[config.mk]
export PLATFORM = sky130hd
export DESIGN_NAME = adder2_result_collector
export DESIGN_NICKNAME = d
export VERILOG_FILES = /design/src/rtl/adder2_pkg.sv /design/src/rtl/adder2_digit_counter.sv /design/src/rtl/adder2_result_collector.sv
export SDC_FILE = /design/constraint.sdc
export NUM_CORES = 1
export LEC_CHECK = 0
export ABC_AREA = 0
export CORE_MARGIN = 8
export CORE_UTILIZATION = 40
export CTS_CLUSTER_SIZE = 8
export DETAILED_ROUTE_END_ITERATION = 7
export GPL_ROUTABILITY_DRIVEN = 0
export PLACE_DENSITY = 0.76
export SLEW_MARGIN = 25
export SYNTH_ARGS = -nofsm -noshare
export SYNTH_HDL_FRONTEND = slang
export SYNTH_SLANG_ARGS = --single-unit
[constraint.sdc]
create_clock -name CLK -period 1.1 [get_ports CLK]
set_input_delay 0.22 -clock CLK [delete_from_list [all_inputs] [get_ports CLK]]
set_output_delay 0.22 -clock CLK [all_outputs]
set_load 0.005 [all_outputs]
[src/rtl/adder2_pkg.sv]
// adder2_pkg
// Definitions shared by the 2-bit serial adder (adder2) and its downstream
// result collector.
//   DIGIT_W          : width of one sum digit produced by adder2.
//   collect_state_t  : collector handshake state (COLLECT / HOLD).
package adder2_pkg;

  localparam int DIGIT_W = 2;

  typedef enum logic {
    COLLECT = 1'b0,
    HOLD    = 1'b1
  } collect_state_t;

endpackage

[src/rtl/adder2_digit_counter.sv]
// adder2_digit_counter
// Wrapping digit index counter for the result collector. Counts 0..DIGITS-1
// on each enabled cycle and wraps to 0 after the last digit.
// Ports:
//   clk  : clock, rising edge
//   rst  : synchronous active-high reset (index -> 0)
//   en   : advance the index (one accepted digit)
//   clr  : synchronous clear of the index
//   idx  : current digit index
//   last : idx equals DIGITS-1
module adder2_digit_counter #(
  parameter int DIGITS = 4,
  localparam int CW    = $clog2(DIGITS)
) (
  input  logic          clk,
  input  logic          rst,
  input  logic          en,
  input  logic          clr,
  output logic [CW-1:0] idx,
  output logic          last
);

  assign last = (idx == CW'(DIGITS - 1));

  // Explicit wrap so non-power-of-two DIGITS never walks past the last slot.
  always_ff @(posedge clk) begin
    if (rst || clr) begin
      idx <= '0;
    end else if (en) begin
      idx <= last ? '0 : idx + CW'(1);
    end
  end

endmodule

[src/rtl/adder2_result_collector.sv]
// adder2_result_collector
// Collects DIGITS consecutive 2-bit sum digits from adder2 (least-significant
// digit first) into one 2*DIGITS-bit word plus the final carry, and hands the
// result to the next stage with a valid/ready handshake.
// Optional feature macro: ADDER2_COLLECT_PARITY_EN adds out_parity, the XOR of
// every bit of out_sum and out_carry, registered together with the result.
// Ports:
//   CLK        : clock, rising edge
//   Resetn     : synchronous reset, active-HIGH despite the name
//   in_valid   : in_s/in_c carry a valid digit
//   in_ready   : collector accepts a digit this cycle (COLLECT state)
//   in_s       : sum digit from adder2
//   in_c       : carry from adder2, kept only with the last digit
//   out_valid  : out_sum/out_carry hold a complete result (HOLD state)
//   out_ready  : consumer accepts the result
//   out_sum    : assembled word, digit k in bits [2k+1:2k]
//   out_carry  : carry captured with the last digit
//   out_parity : (ADDER2_COLLECT_PARITY_EN only) parity of out_sum and out_carry
module adder2_result_collector
  import adder2_pkg::*;
#(
  parameter int DIGITS = 4
) (
  input  logic                   CLK,
  input  logic                   Resetn,
  input  logic                   in_valid,
  output logic                   in_ready,
  input  logic [DIGIT_W-1:0]     in_s,
  input  logic                   in_c,
  output logic                   out_valid,
  input  logic                   out_ready,
  output logic [DIGIT_W*DIGITS-1:0] out_sum,
  output logic                   out_carry
`ifdef ADDER2_COLLECT_PARITY_EN
  ,
  output logic                   out_parity
`endif
);

  localparam int CW = $clog2(DIGITS);

  collect_state_t state, state_next;

  logic                      xfer;
  logic                      hs;
  logic                      last;
  logic [CW-1:0]             idx;
  logic [DIGIT_W*DIGITS-1:0] sum_next;

  // Handshake outputs come straight from the state register: no path from
  // in_valid or out_ready, and no same-cycle bypass from HOLD back to COLLECT.
  assign in_ready  = (state == COLLECT);
  assign out_valid = (state == HOLD);

  assign xfer = in_valid && in_ready;
  assign hs   = out_valid && out_ready;

  adder2_digit_counter #(
    .DIGITS (DIGITS)
  ) u_digit_counter (
    .clk  (CLK),
    .rst  (Resetn),
    .en   (xfer),
    .clr  (hs),
    .idx  (idx),
    .last (last)
  );

  always_ff @(posedge CLK) begin
    if (Resetn) begin
      state <= COLLECT;
    end else begin
      state <= state_next;
    end
  end

  always_comb begin
    state_next = state;
    case (state)
      COLLECT: if (xfer && last) state_next = HOLD;
      HOLD:    if (out_ready)    state_next = COLLECT;
      default: state_next = COLLECT;
    endcase
  end

  // Assembly register with the incoming digit dropped into its slot.
  always_comb begin
    sum_next = out_sum;
    for (int k = 0; k < DIGITS; k++) begin
      if (idx == CW'(k)) begin
        sum_next[DIGIT_W*k +: DIGIT_W] = in_s;
      end
    end
  end

  // ---- result register stage ----
  // Carries on non-last digits are internal to adder2 and are ignored here.
  always_ff @(posedge CLK) begin
    if (Resetn) begin
      out_sum   <= '0;
      out_carry <= 1'b0;
    end else if (hs) begin
      out_sum <= '0;
    end else if (xfer) begin
      out_sum <= sum_next;
      if (last) begin
        out_carry <= in_c;
      end
    end
  end

`ifdef ADDER2_COLLECT_PARITY_EN
  // Parity is computed from the word being completed so it lands on the same
  // edge that enters HOLD.
  always_ff @(posedge CLK) begin
    if (Resetn) begin
      out_parity <= 1'b0;
    end else if (xfer && last) begin
      out_parity <= ^{sum_next, in_c};
    end
  end
`endif

endmodule
==> results of run 1 <==
final cells by class:
| cell class | count | area, um2 | area share, % |
|---|---|---|---|
| Clock buffer | 4 | 36.3 | 4.19 |
| Sequential cell | 12 | 249 | 28.8 |
| Inverter | 3 | 11.3 | 1.30 |
| Multi-Input combinational cell | 44 | 317 | 36.6 |
| Timing Repair Buffer | 26 | 234 | 27.0 |
| Tap cell | 15 | 18.8 | 2.17 |
path summary, 6_finish.rpt:
path	from	to	slack, ns
worst max register to register	u_digit_counter.idx[0]$_SDFFE_PP0P_	out_sum[4]$_SDFFE_PP0P_	0.0007
worst max-delay path	out_sum[4]$_SDFFE_PP0P_	out_sum[4]	0.0007
worst min register to register	out_sum[3]$_SDFFE_PP0P_	out_sum[3]$_SDFFE_PP0P_	0.46
worst min-delay path	in_valid	out_sum[4]$_SDFFE_PP0P_	0.41
sequential cells by signal, indices dropped and copies added, names as in the netlist:
name / cells
out_carry: 1
out_sum: 8
out_valid: 1
u_digit_counter.idx: 2
metal layers:
layer  track usage (%)  part of all wire [%]  up-vias
li1                  -                     -      260
met1              11.9                    43      241
met2              13.9                    49       15
met3              3.31                   5.2        5
met4              6.30                   2.3        0
met5                 0                     0        -
power groups by stage:
stage	combinational (uW)	clock [uW]	sequential (uW)
2_1_floorplan	86.4	0	477
3_3_place_gp	163	0	476
3_5_place_dp	166	0	477
4_1_cts	161	369	467
5_1_grt	190	388	471
6_report	176	370	468
cells in the mapped netlist:
library cell	instances
dfxtp_1	12
a21oi_2	9
nand2_1	9
nand3_1	9
ha_1	4
nand3b_1	4
inv_1	3
nor2_1	3
buf_6	2
mux2i_1	2
a21o_1	1
a21oi_1	1
nand2b_1	1
nor2b_4	1
per-stage QoR:
stage,hold WS (ns),instances,power [uW],TNS (ns)
after CTS,0.467,103,997,0
after detailed placement,0.459,99,643,-2.43
after floorplan,0.282,61,563,0
after global routing,0.431,104,1050,-0.0846
after global placement,0.455,99,638,-2.29
final,0.405,104,1010,0
kinds of logic after synthesis:
logic type / after synthesis / synth area share, %
compound gates: 11 / 15.9
buf+inv: 5 / 5.87
simple gates: 27 / 24.3
mux: 2 / 3.48
fa+ha+maj: 4 / 8.70
flops: 12 / 41.7
timing repair:
action	4_1_cts	5_1_grt
setup endpoints to repair	16	17
setup buffers	0	1
resized for setup	14	18
hold buffers	0	0
pin swaps	0	3
==> results.md, run 1 <==
- Status: finished clean
- Startpoint types: flop
- Mapped Cells: 61
- Lkg Pwr: 0.000369 uW
- FILL cells: 102
- # diodes: 0
- Pwr Density: 1170 mW/mm2
- DRT iter0 DRCs: 14
- Total placed instance area: 802 um2
- Die Span Y: 53.9 um
- # setup viols final: 0
- Skew final: 0.00706 ns
- FF-to-FF path depth: 5
- Area Growth Syn to Fin: 50.4%
- Yosys reg bits: 12
- Synth top area share: 41.7%
- Internal: 750 uW
- Total wire length: 1410 um
- Routed WL per cell: 13.6 um
- Syn avg cell area: 9.44 um2
- GRT overflow: 0
- Drt via density: 5.01
- GRT Total Usage: 9.66%
- Vias in the first global route: 463
- Commonest non-fill, non-tap cells in the layout: nand2_1 (9), a21oi_2 (9), nand3_1 (7), dfxtp_1 (7)
- Syn nets: 72
- Hold Crit Depth: 4
- Critical path data required time: 0.88 ns
- Register area share after synthesis: 41.7%
- Pre-CTS setup slack: -0.253 ns
- Switch share: 26.0%
- Clock latency on the worst-skew pair: 0.29 ns
- Total CTS buffers: 3
- Share of layout cells above drive strength 1: 38.2%
- Largest net degree at the start of global routing: 8
- Post-synth cell types: 14
- Fin. max-slew vios: 0
- CP max stage delay: 0.37 ns
- CP Depth: 1
- Die ar.: 0.00291 mm2
- Gate power share: 17.4%
- Seq pwr share: 46.2%
- Crit Path Category: flop to primary output
- DP HPWL: 1020 um
- Vias: 521
- Design area: 866 um2
- Critical Path End Type: primary output
- Worst hold-check path type: input port to flop
- Final Core Density: 65.7%
- Slowest stage cell, crit path: dfxtp_1
- Post-Syn Area: 576 um2
- Clock power frac: 36.5%
- Final Cycle Share: 99.9%
- Peak supply drop: 0.758 mV
- Top cell family by delay on the critical path: flip-flops
- Layout Nets: 101
- Worst-Margin Slew: 0.199 ns
- Yosys warning count: 0
- RSZ-0062 raised after global routing: true
- Endpoints failing hold: 0
- Post-route DRC: 0
- Antenna violations before repair: 0
- Die Span X: 53.9 um
- Clk root buf: clkbuf_4
- CP Max Fanout: 2
- H-tree levels: 1
- Switching power: 264 uW
- CTS Buffer Depth: 2
- CTS tree: done
- Final worst path period need: 1.10 ns
- Final ANT Viol Nets: 0
- WP data arrival: 0.88 ns
- Row count: 13
- MaxCap Viol Count: 0
- Core area: 0.00132 mm2
- Fmax: 910 MHz
- Global-route wire length before repair: 2080 um
- Worst path cell trace: clkdlybuf4s15_1
- Drt first pass iters: 5
- Largest cells by area after synthesis: dfxtp_1 (42%), a21oi_2 (14%), ha_1 (8.7%), nand3_1 (7.8%), nand2_1 (5.9%)
- Biggest area consumer among synthesized cells: dfxtp_1
- IO Count: 18
- Slew headroom: 86.7%
- Clock-pin slew on the worst setup and hold paths: 0.09 ns
- Initial Utilization: 43.7%
- CTS sink count: 12
- IO buf count: 17
- Crit path buffers/inverters: 1
- Worst setup margin: 0.000706 ns
Note: power is estimated with default switching activity, not from simulation.
==> run 2: changes to the inputs <==
Settings changed: CORE_UTILIZATION 40 to 30, PLACE_DENSITY 0.76 to 0.62, SYNTH_HIERARCHICAL set to 1.
==> run 2 against run 1 <==
Effect of this change: the run now ends with setup timing left; register-to-register slack got worse by 0.17 ns; maximum frequency decreased by 13%; clock-buffer cell count fell by 1; clock skew down 0.0062 ns.
==> results.md, run 2 <==
- Failing checks: setup timing
- Syn nets: 56 (-22%)
- CTS Buffer Depth: 2 (unchanged)
- Post-synth cell types: 20 (+6)
- Status: finished with violations
- Largest cells by area after synthesis: dfxtp_1 (44%), mux2i_1 (19%), nor2_1 (4.9%), and4bb_2 (4.6%), nor4b_4 (4.4%)
- Clk root buf: clkbuf_4
- Vias in the first global route: 454 (-1.9%)
- RSZ-0062 raised after global routing: true
- Skew final: 0.000826 ns (-0.00624 ns)
- H-tree levels: 1 (unchanged)
- Die ar.: 0.00342 mm2 (+17%)
- Post-route DRC: 0 (unchanged)
- Commonest non-fill, non-tap cell in the layout: mux2i_1
- Largest net degree at the start of global routing: 9 (+1)
- Final Core Density: 47.4% (-18 points)
- Total CTS buffers: 3 (unchanged)
- Global-route wire length before repair: 1990 um (-4.3%)
- MaxCap Viol Count: 0 (unchanged)
- GRT Total Usage: 8.05% (-1.6 points)
- FF-to-FF setup slack: -0.17 ns (-0.17 ns)
- CTS sink count: 12 (unchanged)
- Share of layout cells above drive strength 1: 37.8% (-0.36 points)
- Slew headroom: 81.6% (-5.1 points)
- Commonest non-fill, non-tap cells in the layout: mux2i_1 (10), dfxtp_1 (8), nor2_1 (6), dlygate4sd2_1 (6)
- Total wire length: 1180 um (-17%)
- Drt first pass iters: 4 (-1)
- Design area: 810 um2 (-6.5%)
- # diodes: 0 (unchanged)
- Yosys warning count: 6 (+6)
- Syn avg cell area: 11.3 um2 (+19%)
- CP Max Fanout: 5 (+3)
- Mapped Cells: 48 (-21%)
- GRT overflow: 0 (unchanged)
- Fin. max-slew vios: 0 (unchanged)
- Crit Path Category: flop to flop
- Max reg flops: 8 (unchanged)
- Final Cycle Share: 115% (+15 points)
- Antenna violations before repair: 0 (unchanged)
- Routed WL per cell: 11.9 um (-13%)
- Die Span X: 58.4 um (+8.4%)
- Final ANT Viol Nets: 0 (unchanged)
- Row count: 15 (+2)
- Top_reg_cell synth: dfxtp_1
- Most frequent cells after synthesis: dfxtp_1 (12), mux2i_1 (10), nor2_1 (7), and4bb_2 (2), nor2_2 (2)
- DRT iter0 DRCs: 10 (-4)
- Multi-input logic area: 290 um2 (-8.3%)
- Worst hold-check path type: flop to flop
- Post-Syn Area: 541 um2 (-6.1%)
- Worst setup margin: -0.166 ns (-0.166 ns)
- Most common cell in the netlist: dfxtp_1
- Fmax: 790 MHz (-13%)
- Startpoint types: flop
- Layout Nets: 84 (-17%)
- EDFF count, synth: 0 (unchanged)
- Clock latency on the worst-skew pair: 0.27 ns (-0.02 ns)
- Total placed instance area: 762 um2 (-5.0%)
- Drt via density: 4.47 (-11%)
- Setup TNS: -0.996 ns (-0.996 ns)
- Biggest area consumer among synthesized cells: dfxtp_1
- Final worst path period need: 1.27 ns (+0.166 ns)
- Initial Utilization: 31.6% (-12 points)
- Clock-pin slew on the worst setup and hold paths: 0.07 ns (-0.02 ns)
- Critical Path End Type: flop
- Vias: 443 (-15%)
- Peak supply drop: 0.582 mV (-23%)
- Endpoints failing hold: 0 (unchanged)
- FFs w/ async S/R, synth: 0% (unchanged)
- Register area share after synthesis: 44.4% (+2.7 points)
- Area Growth Syn to Fin: 49.8%
- FILL cells: 176 (+73%)
- DP HPWL: 892 um (-12%)
- Dpl cells: 93 (-6.1%)
- Non-Filler Instances: 99 (-4.8%)
- WP data arrival: 1.47 ns (+0.59 ns)
- Die Span Y: 58.4 um (+8.4%)
- Worst-Margin Slew: 0.275 ns (+0.0756 ns)
- Core area: 0.00171 mm2 (+30%)
- Synth top area share: 44.4% (+2.7 points)
- Pwr Density: 1060 mW/mm2 (-9.1%)
- Yosys reg bits: 12 (unchanged)
- Largest registers: out_sum: 8 flops, u_digit_counter/idx: 2 flops
- # setup viols final: 11 (+11)
- Sequential cell area: 248 um2 (-0.50%)
- Lkg Pwr: 0.000362 uW (-1.8%)
- Overall power: 862 uW (-15%)
- IO buf count: 17 (unchanged)
- IO Count: 18 (unchanged)
- Critical path data required time: 1.30 ns (+0.42 ns)
- CTS tree: done
- Biggest register: out_sum
## run 2: cell count changes after synthesis, moves of 3 or more
cell	previous run	this run
mux2i_1	2	10
a21oi_2	9	0
nand3_1	9	0
nand2_1	9	0
nor2_1	3	7
ha_1	4	1
nand3b_1	4	1
## run 2: worst max-delay path, cell delays in order (launching register included)
cell and delay, ns:
dfxtp_4 0.35, buf_6 0.12, and2b_2 0.20, or3b_1 0.35, a211oi_2 0.17
## run 2: path summary, 6_finish.rpt
path,from,endpoint,depth (start not counted)
setup / recovery,out_valid$_SDFF_PP0_,u_digit_counter/idx[0]$_SDFFE_PP0P_,4
hold / removal,out_sum[1]$_SDFFE_PP0P_,out_sum[1]$_SDFFE_PP0P_,2
setup reg to reg,out_valid$_SDFF_PP0_,u_digit_counter/idx[0]$_SDFFE_PP0P_,4
hold reg to reg,out_sum[1]$_SDFFE_PP0P_,out_sum[1]$_SDFFE_PP0P_,2
## run 2: cells by family after synthesis
logic type                 Yosys count  synth area share (%)
muxes                               10                  18.5
DFF                                 12                  44.4
and+or+nand+nor                     21                  28.7
buffers and inverters                2                  2.78
adders and majority gates            1                  2.31
AOI/OAI and AO/OA                    2                  3.24
## run 2: metrics by stage
step	worst slack, ns	hold slack [ns]
after floorplan	-0.0626	0.282
after CTS	-0.179	0.508
after detailed placement	-0.387	0.488
after global routing	-0.222	0.531
after global placement	-0.386	0.476
final	-0.166	0.495
## run 2: what timing repair did
item,CTS,global route
pin swaps,9,2
gates resized for setup,21,11
setup endpoints to repair,21,19
setup buffers,3,0
hold buffers,0,0
## run 2: layout make-up
| type | instances | area share [%] |
|---|---|---|
| inverter | 1 | 0.464 |
| clock buffer | 3 | 2.78 |
| sequential | 12 | 30.6 |
| multi-input combinational | 34 | 35.9 |
| tap | 25 | 3.86 |
| timing repair buffer | 24 | 26.4 |
## run 2: routing by layer
layer / GRT usage [%] / vias up / part of all wire [%]
li1: - / 220 / -
met1: 7.89 / 199 / 45
met2: 12.0 / 19 / 41
met3: 5.65 / 5 / 12
met4: 5.24 / 0 / 2.1
met5: 0 / - / 0
## run 2: power breakdown
| group | switching (uW) | leakage, uW | internal (uW) |
|---|---|---|---|
| clock | 141 | 0.0000138 | 127 |
| combinational | 48.7 | 0.000249 | 79.0 |
| sequential | 16.1 | 0.0000997 | 450 |
==> run 3: changes to the inputs <==
Settings changed: GPL_TIMING_DRIVEN set to 0.
==> run 3 against run 2 <==
Effect of this change: the run still ends with setup timing left; sequential share of layout area down 0.42 points; largest cell class unchanged; flip-flop and latch count did not move; clock-buffer cell count unchanged; core utilization is 1.4 points higher; cell count unchanged; final area rose by 2.9%; die area unchanged; total power barely moved; first-iteration DRC count shrank 80%; largest power group unchanged; critical path type unchanged.
==> results.md, run 3 (same netlist as run 2, synthesis figures left out) <==
- Failing checks: setup timing
- Hold-fix buffers at CTS: 0 (unchanged)
- Design area: 833 um2 (+2.9%)
- Layout Nets: 84 (unchanged)
- GRT Total Usage: 8.00% (-0.052 points)
- Initial Utilization: 31.6% (unchanged)
- Lkg Pwr: 0.000363 uW (+0.33%)
- Die Span Y: 58.4 um (unchanged)
- Share of layout cells above drive strength 1: 40.5% (+2.7 points)
- Clock latency on the worst-skew pair: 0.27 ns (about the same)
- Skew final: 0.00833 ns (+0.00751 ns)
- Pwr Density: 1030 mW/mm2 (-2.9%)
- Setup TNS: -1.41 ns (-0.417 ns)
- Final ANT Viol Nets: 0 (unchanged)
- Worst-Margin Slew: 0.275 ns (-0.000391 ns)
- FF-to-FF path depth: 4 (unchanged)
- Sequential cell area: 251 um2 (+1.5%)
- Clk root buf: clkbuf_4
- DP HPWL: 857 um (-3.9%)
- Global-route wire length before repair: 2050 um (+2.8%)
- Crit Path Category: flop to flop
- MaxCap Viol Count: 0 (unchanged)
- Total wire length: 1230 um (+4.4%)
- Biggest register: out_sum
- Total CTS buffers: 3 (unchanged)
- Core area: 0.00171 mm2 (unchanged)
- Area Growth Syn to Fin: 54.2%
- Status: finished with violations
- RSZ-0062 raised after global routing: true
- IO buf count: 17 (unchanged)
- Commonest non-fill, non-tap cell in the layout: mux2i_1
- Fmax: 775 MHz (-1.9%)
- Critical Path End Type: flop
- Drt via density: 4.51 (+0.68%)
- Critical path data required time: 1.30 ns (about the same)
- Fin. max-slew vios: 0 (unchanged)
- Commonest non-fill, non-tap cells in the layout: mux2i_1 (10), dlygate4sd2_1 (6), dfxtp_2 (6)
- CTS Buffer Depth: 2 (unchanged)
- Max reg flops: 8 (unchanged)
- # setup viols final: 11 (unchanged)
- CTS sink count: 12 (unchanged)
- FILL cells: 157 (-11%)
- IO Count: 18 (unchanged)
- Hold Crit Depth: 2 (unchanged)
- Peak supply drop: 0.851 mV (+46%)
- Final Cycle Share: 117% (+2.3 points)
- Pre-CTS setup slack: -0.491 ns (-0.104 ns)
- Clock-pin slew on the worst setup and hold paths: 0.07 ns (about the same)
- Drt first pass iters: 3 (-1)
- Worst setup margin: -0.191 ns (-0.0250 ns)
- Vias in the first global route: 483 (+6.4%)
- Final worst path period need: 1.29 ns (+0.0250 ns)
- CP Max Fanout: 4 (-1)
- Die Span X: 58.4 um (unchanged)
- Startpoint types: flop
- Vias: 446 (+0.68%)
- DRT iter0 DRCs: 2 (-8)
- # diodes: 0 (unchanged)
- Die ar.: 0.00342 mm2 (unchanged)
- Routed WL per cell: 12.4 um (+4.4%)
- Worst hold-check path type: flop to flop
- Antenna violations before repair: 0 (unchanged)
- Post-route DRC: 0 (unchanged)
- Largest registers: out_sum: 8 flops, u_digit_counter/idx: 2 flops
- Multi-input logic area: 293 um2 (+0.86%)
- Total placed instance area: 743 um2 (-2.5%)
- Largest net degree at the start of global routing: 9 (unchanged)
- GRT overflow: 0 (unchanged)
- Row count: 15 (unchanged)
- WP data arrival: 1.49 ns (+0.02 ns)
- H-tree levels: 1 (unchanged)
- CTS tree: done
- Endpoints failing hold: 0 (unchanged)
- Slew headroom: 81.6% (about the same)
[run 3: changes by cell type in the layout (fill, tap and decap cells not counted), sizes merged]
cell / change
clkdlybuf4s15: +1
clkbuf: -2
buf: +1
[run 3: critical path, cell delays in order (launching register included)]
cell	delay, ns
dfxtp_4	0.35
buf_6	0.12
and2b_2	0.20
or3b_4	0.37
a211oi_2	0.17
[run 3: what timing repair did]
action                                  4_1_cts  5_1_grt
endpoints found under the hold margin         0        0
endpoints found under the setup margin       19       19
resized for setup                            17       17
pin swaps                                     3        5
cloned                                        0        0
setup buffers                                 2        4
[run 3: final cells by class]
class / count / share of cell area [%]
Buffer: 1 / 1.35
Inverter: 1 / 0.450
Clock buffer: 3 / 2.70
Multi-Input combinational cell: 34 / 35.1
Timing Repair Buffer: 23 / 26.4
Tap cell: 25 / 3.75
Sequential cell: 12 / 30.2
[run 3: path summary, 6_finish.rpt]
| kind | start | endpoint | slack, ns |
|---|---|---|---|
| min reg2reg | out_sum[4]$_SDFFE_PP0P_ | out_sum[4]$_SDFFE_PP0P_ | 0.50 |
| max | out_valid$_SDFF_PP0_ | u_digit_counter/idx[0]$_SDFFE_PP0P_ | -0.19 |
| max reg2reg | out_valid$_SDFF_PP0_ | u_digit_counter/idx[0]$_SDFFE_PP0P_ | -0.19 |
| min | out_sum[4]$_SDFFE_PP0P_ | out_sum[4]$_SDFFE_PP0P_ | 0.50 |
[run 3: metal layers]
layer	track usage [%]	up-vias	wire, um
met5	0	-	0
met4	3.15	0	8
met3	5.87	2	145
met2	12.0	18	534
met1	8.38	205	539
li1	-	221	-
[run 3: metrics by stage]
step | cells | hold slack, ns | power, uW | util [%]
finish | 99 | 0.495 | 862 | 48.8
global placement | 90 | 0.472 | 605 | 43.5
floorplan | 48 | 0.282 | 543 | -
CTS | 95 | 0.485 | 872 | 45.4
global route | 99 | 0.519 | 919 | 48.8
detailed placement | 90 | 0.484 | 606 | 43.5
[run 3: power breakdown]
| group | total [uW] | switching (uW) | internal, uW |
|---|---|---|---|
| combinational | 131 | 49.8 | 81.2 |
| sequential | 468 | 16.6 | 451 |
| clock | 262 | 136 | 127 |
==> RTL change, RTL diff (settings of run 1) <==
`DIGITS` is set to 4 in 2 places; all go to 8.
--- a/src/rtl/adder2_digit_counter.sv
+++ b/src/rtl/adder2_digit_counter.sv
@@ -11,3 +11,3 @@
 module adder2_digit_counter #(
-  parameter int DIGITS = 4,
+  parameter int DIGITS = 8,
   localparam int CW    = $clog2(DIGITS)
--- a/src/rtl/adder2_result_collector.sv
+++ b/src/rtl/adder2_result_collector.sv
@@ -21,3 +21,3 @@
 #(
-  parameter int DIGITS = 4
+  parameter int DIGITS = 8
 ) (
Interface: changed (resized out_sum); port bits go from 18 to 26. No check against the original RTL was run, so the function may have changed too.
==> RTL change against run 1 <==
The run now ends with setup timing left; area after synthesis rose by 66%; sequential cell count increased by 9; wire length rose by 63%; highest routed layer unchanged; via count up 59%; design area rose by 67%; setup slack got worse by 150 ps; total power increased by 36%; largest cell class unchanged; hold slack better by 49 ps.
==> RTL change: results (changes against run 1) <==
Run status
The run finished, with violations left. The final reports fail on setup timing.

GRT
The overall global routing resource usage is 10.9% (+1.2 points). The first-pass GRT wire length is 3770 um (+81%). The number of global-route vias before repair is 878 (+90%). The global-route track usage on met3 is 4.30% (+0.99 points).

Timing
The setup total negative slack is -1380 ps (-1380 ps). The peak clock frequency supported by timing is 0.802 GHz (-12%). The worst-case headroom to the max-slew limit was 75.8% (-11 points).

The final setup slack of the worst path is -147 ps (-148 ps). The final count of negative-setup-slack endpoints is 20 (+20).

CTS
The quantity of gates resized following cts came to 75 (+61). The clock-pin slew of the registers on the worst-case setup and hold paths is 120 ps (+30 ps). The number of buffers inserted by post-CTS setup repair is 3 (+3).

Synth
The distinct cell type count of the synthesized netlist is 18 (+4). The net count after synthesis came to 110 (+53%). The portion of netlist area occupied by mux cells is 13.6% (+10 points).

Power
The power consumed by the clock network was 0.000364 W (-2%). The static leakage power is 0.622 nW (+69%). The portion of total power attributed to sequential cells was 58.4% (+12 points).

Setup path
The peak fanout along the critical path is 6 (+4). Among all stages on the critical path, the largest delay is contributed by sky130_fd_sc_hd__dfxtp_2. The worst path arrival time is 1440 ps (+560 ps). The worst register-to-register path begins at out_valid.

Finish
The multi-input combinational area share is 38.2% (+1.6 points). The fill cell instance count of the final layout came to 192 (+88%). The inverter count is 4 (+1).

The number of nets in the finished design is 152 (+50%). The register share of the cell area is 31.3% (+2.5 points). The fraction of layout cells with a size suffix above 1 is 52.9% (+15 points).

The clock tree cell share of total cell area is 1.82% (-2.4 points). In the final layout, the registers with the most flip-flops are out_sum: 16 flops, u_digit_counter.idx: 3 flops. The area share of buffers outside the clock network came to 25.3% (-1.7 points).

The sequential cell count of the final layout is 21 (+9).

Min path
The cell depth of the worst min-delay path is 2 (-2). The worst hold path endpoint is out_carry. The path class of the tightest hold or removal check is flip-flop to flip-flop.

Placed design
The worst slack at placement is -412 ps (-159 ps). The sum of net half-perimeters after detailed placement is 1640 um (+61%).

Route
The count of TritonRoute iterations in the first routing pass is 4 (-1). The amount of wire on met2 after detailed routing is 1180 um (+71%). The count of routing violations after the opening detailed-route iteration is 10 (-4).
RTL change: cell types whose count changed after synthesis, moves of 2 or more:
cell	before	now
sky130_fd_sc_hd__nor2_1	3	15
sky130_fd_sc_hd__mux2i_1	2	13
sky130_fd_sc_hd__a21oi_2	9	0
sky130_fd_sc_hd__dfxtp_1	12	21
sky130_fd_sc_hd__a21oi_1	1	7
sky130_fd_sc_hd__nand2_1	9	5
sky130_fd_sc_hd__nand3_1	9	5
sky130_fd_sc_hd__and4bb_1	0	3
sky130_fd_sc_hd__nand4b_1	0	3
sky130_fd_sc_hd__buf_2	0	2
sky130_fd_sc_hd__buf_4	0	2
sky130_fd_sc_hd__ha_1	4	6
RTL change: per-stage QoR:
| step | util, % | instances |
|---|---|---|
| after floorplan | - | 97 |
| after global placement | 57.2 | 153 |
| after detailed placement | 57.2 | 153 |
| after CTS | 63.0 | 160 |
| after global routing | 64.7 | 166 |
| final | 64.7 | 166 |
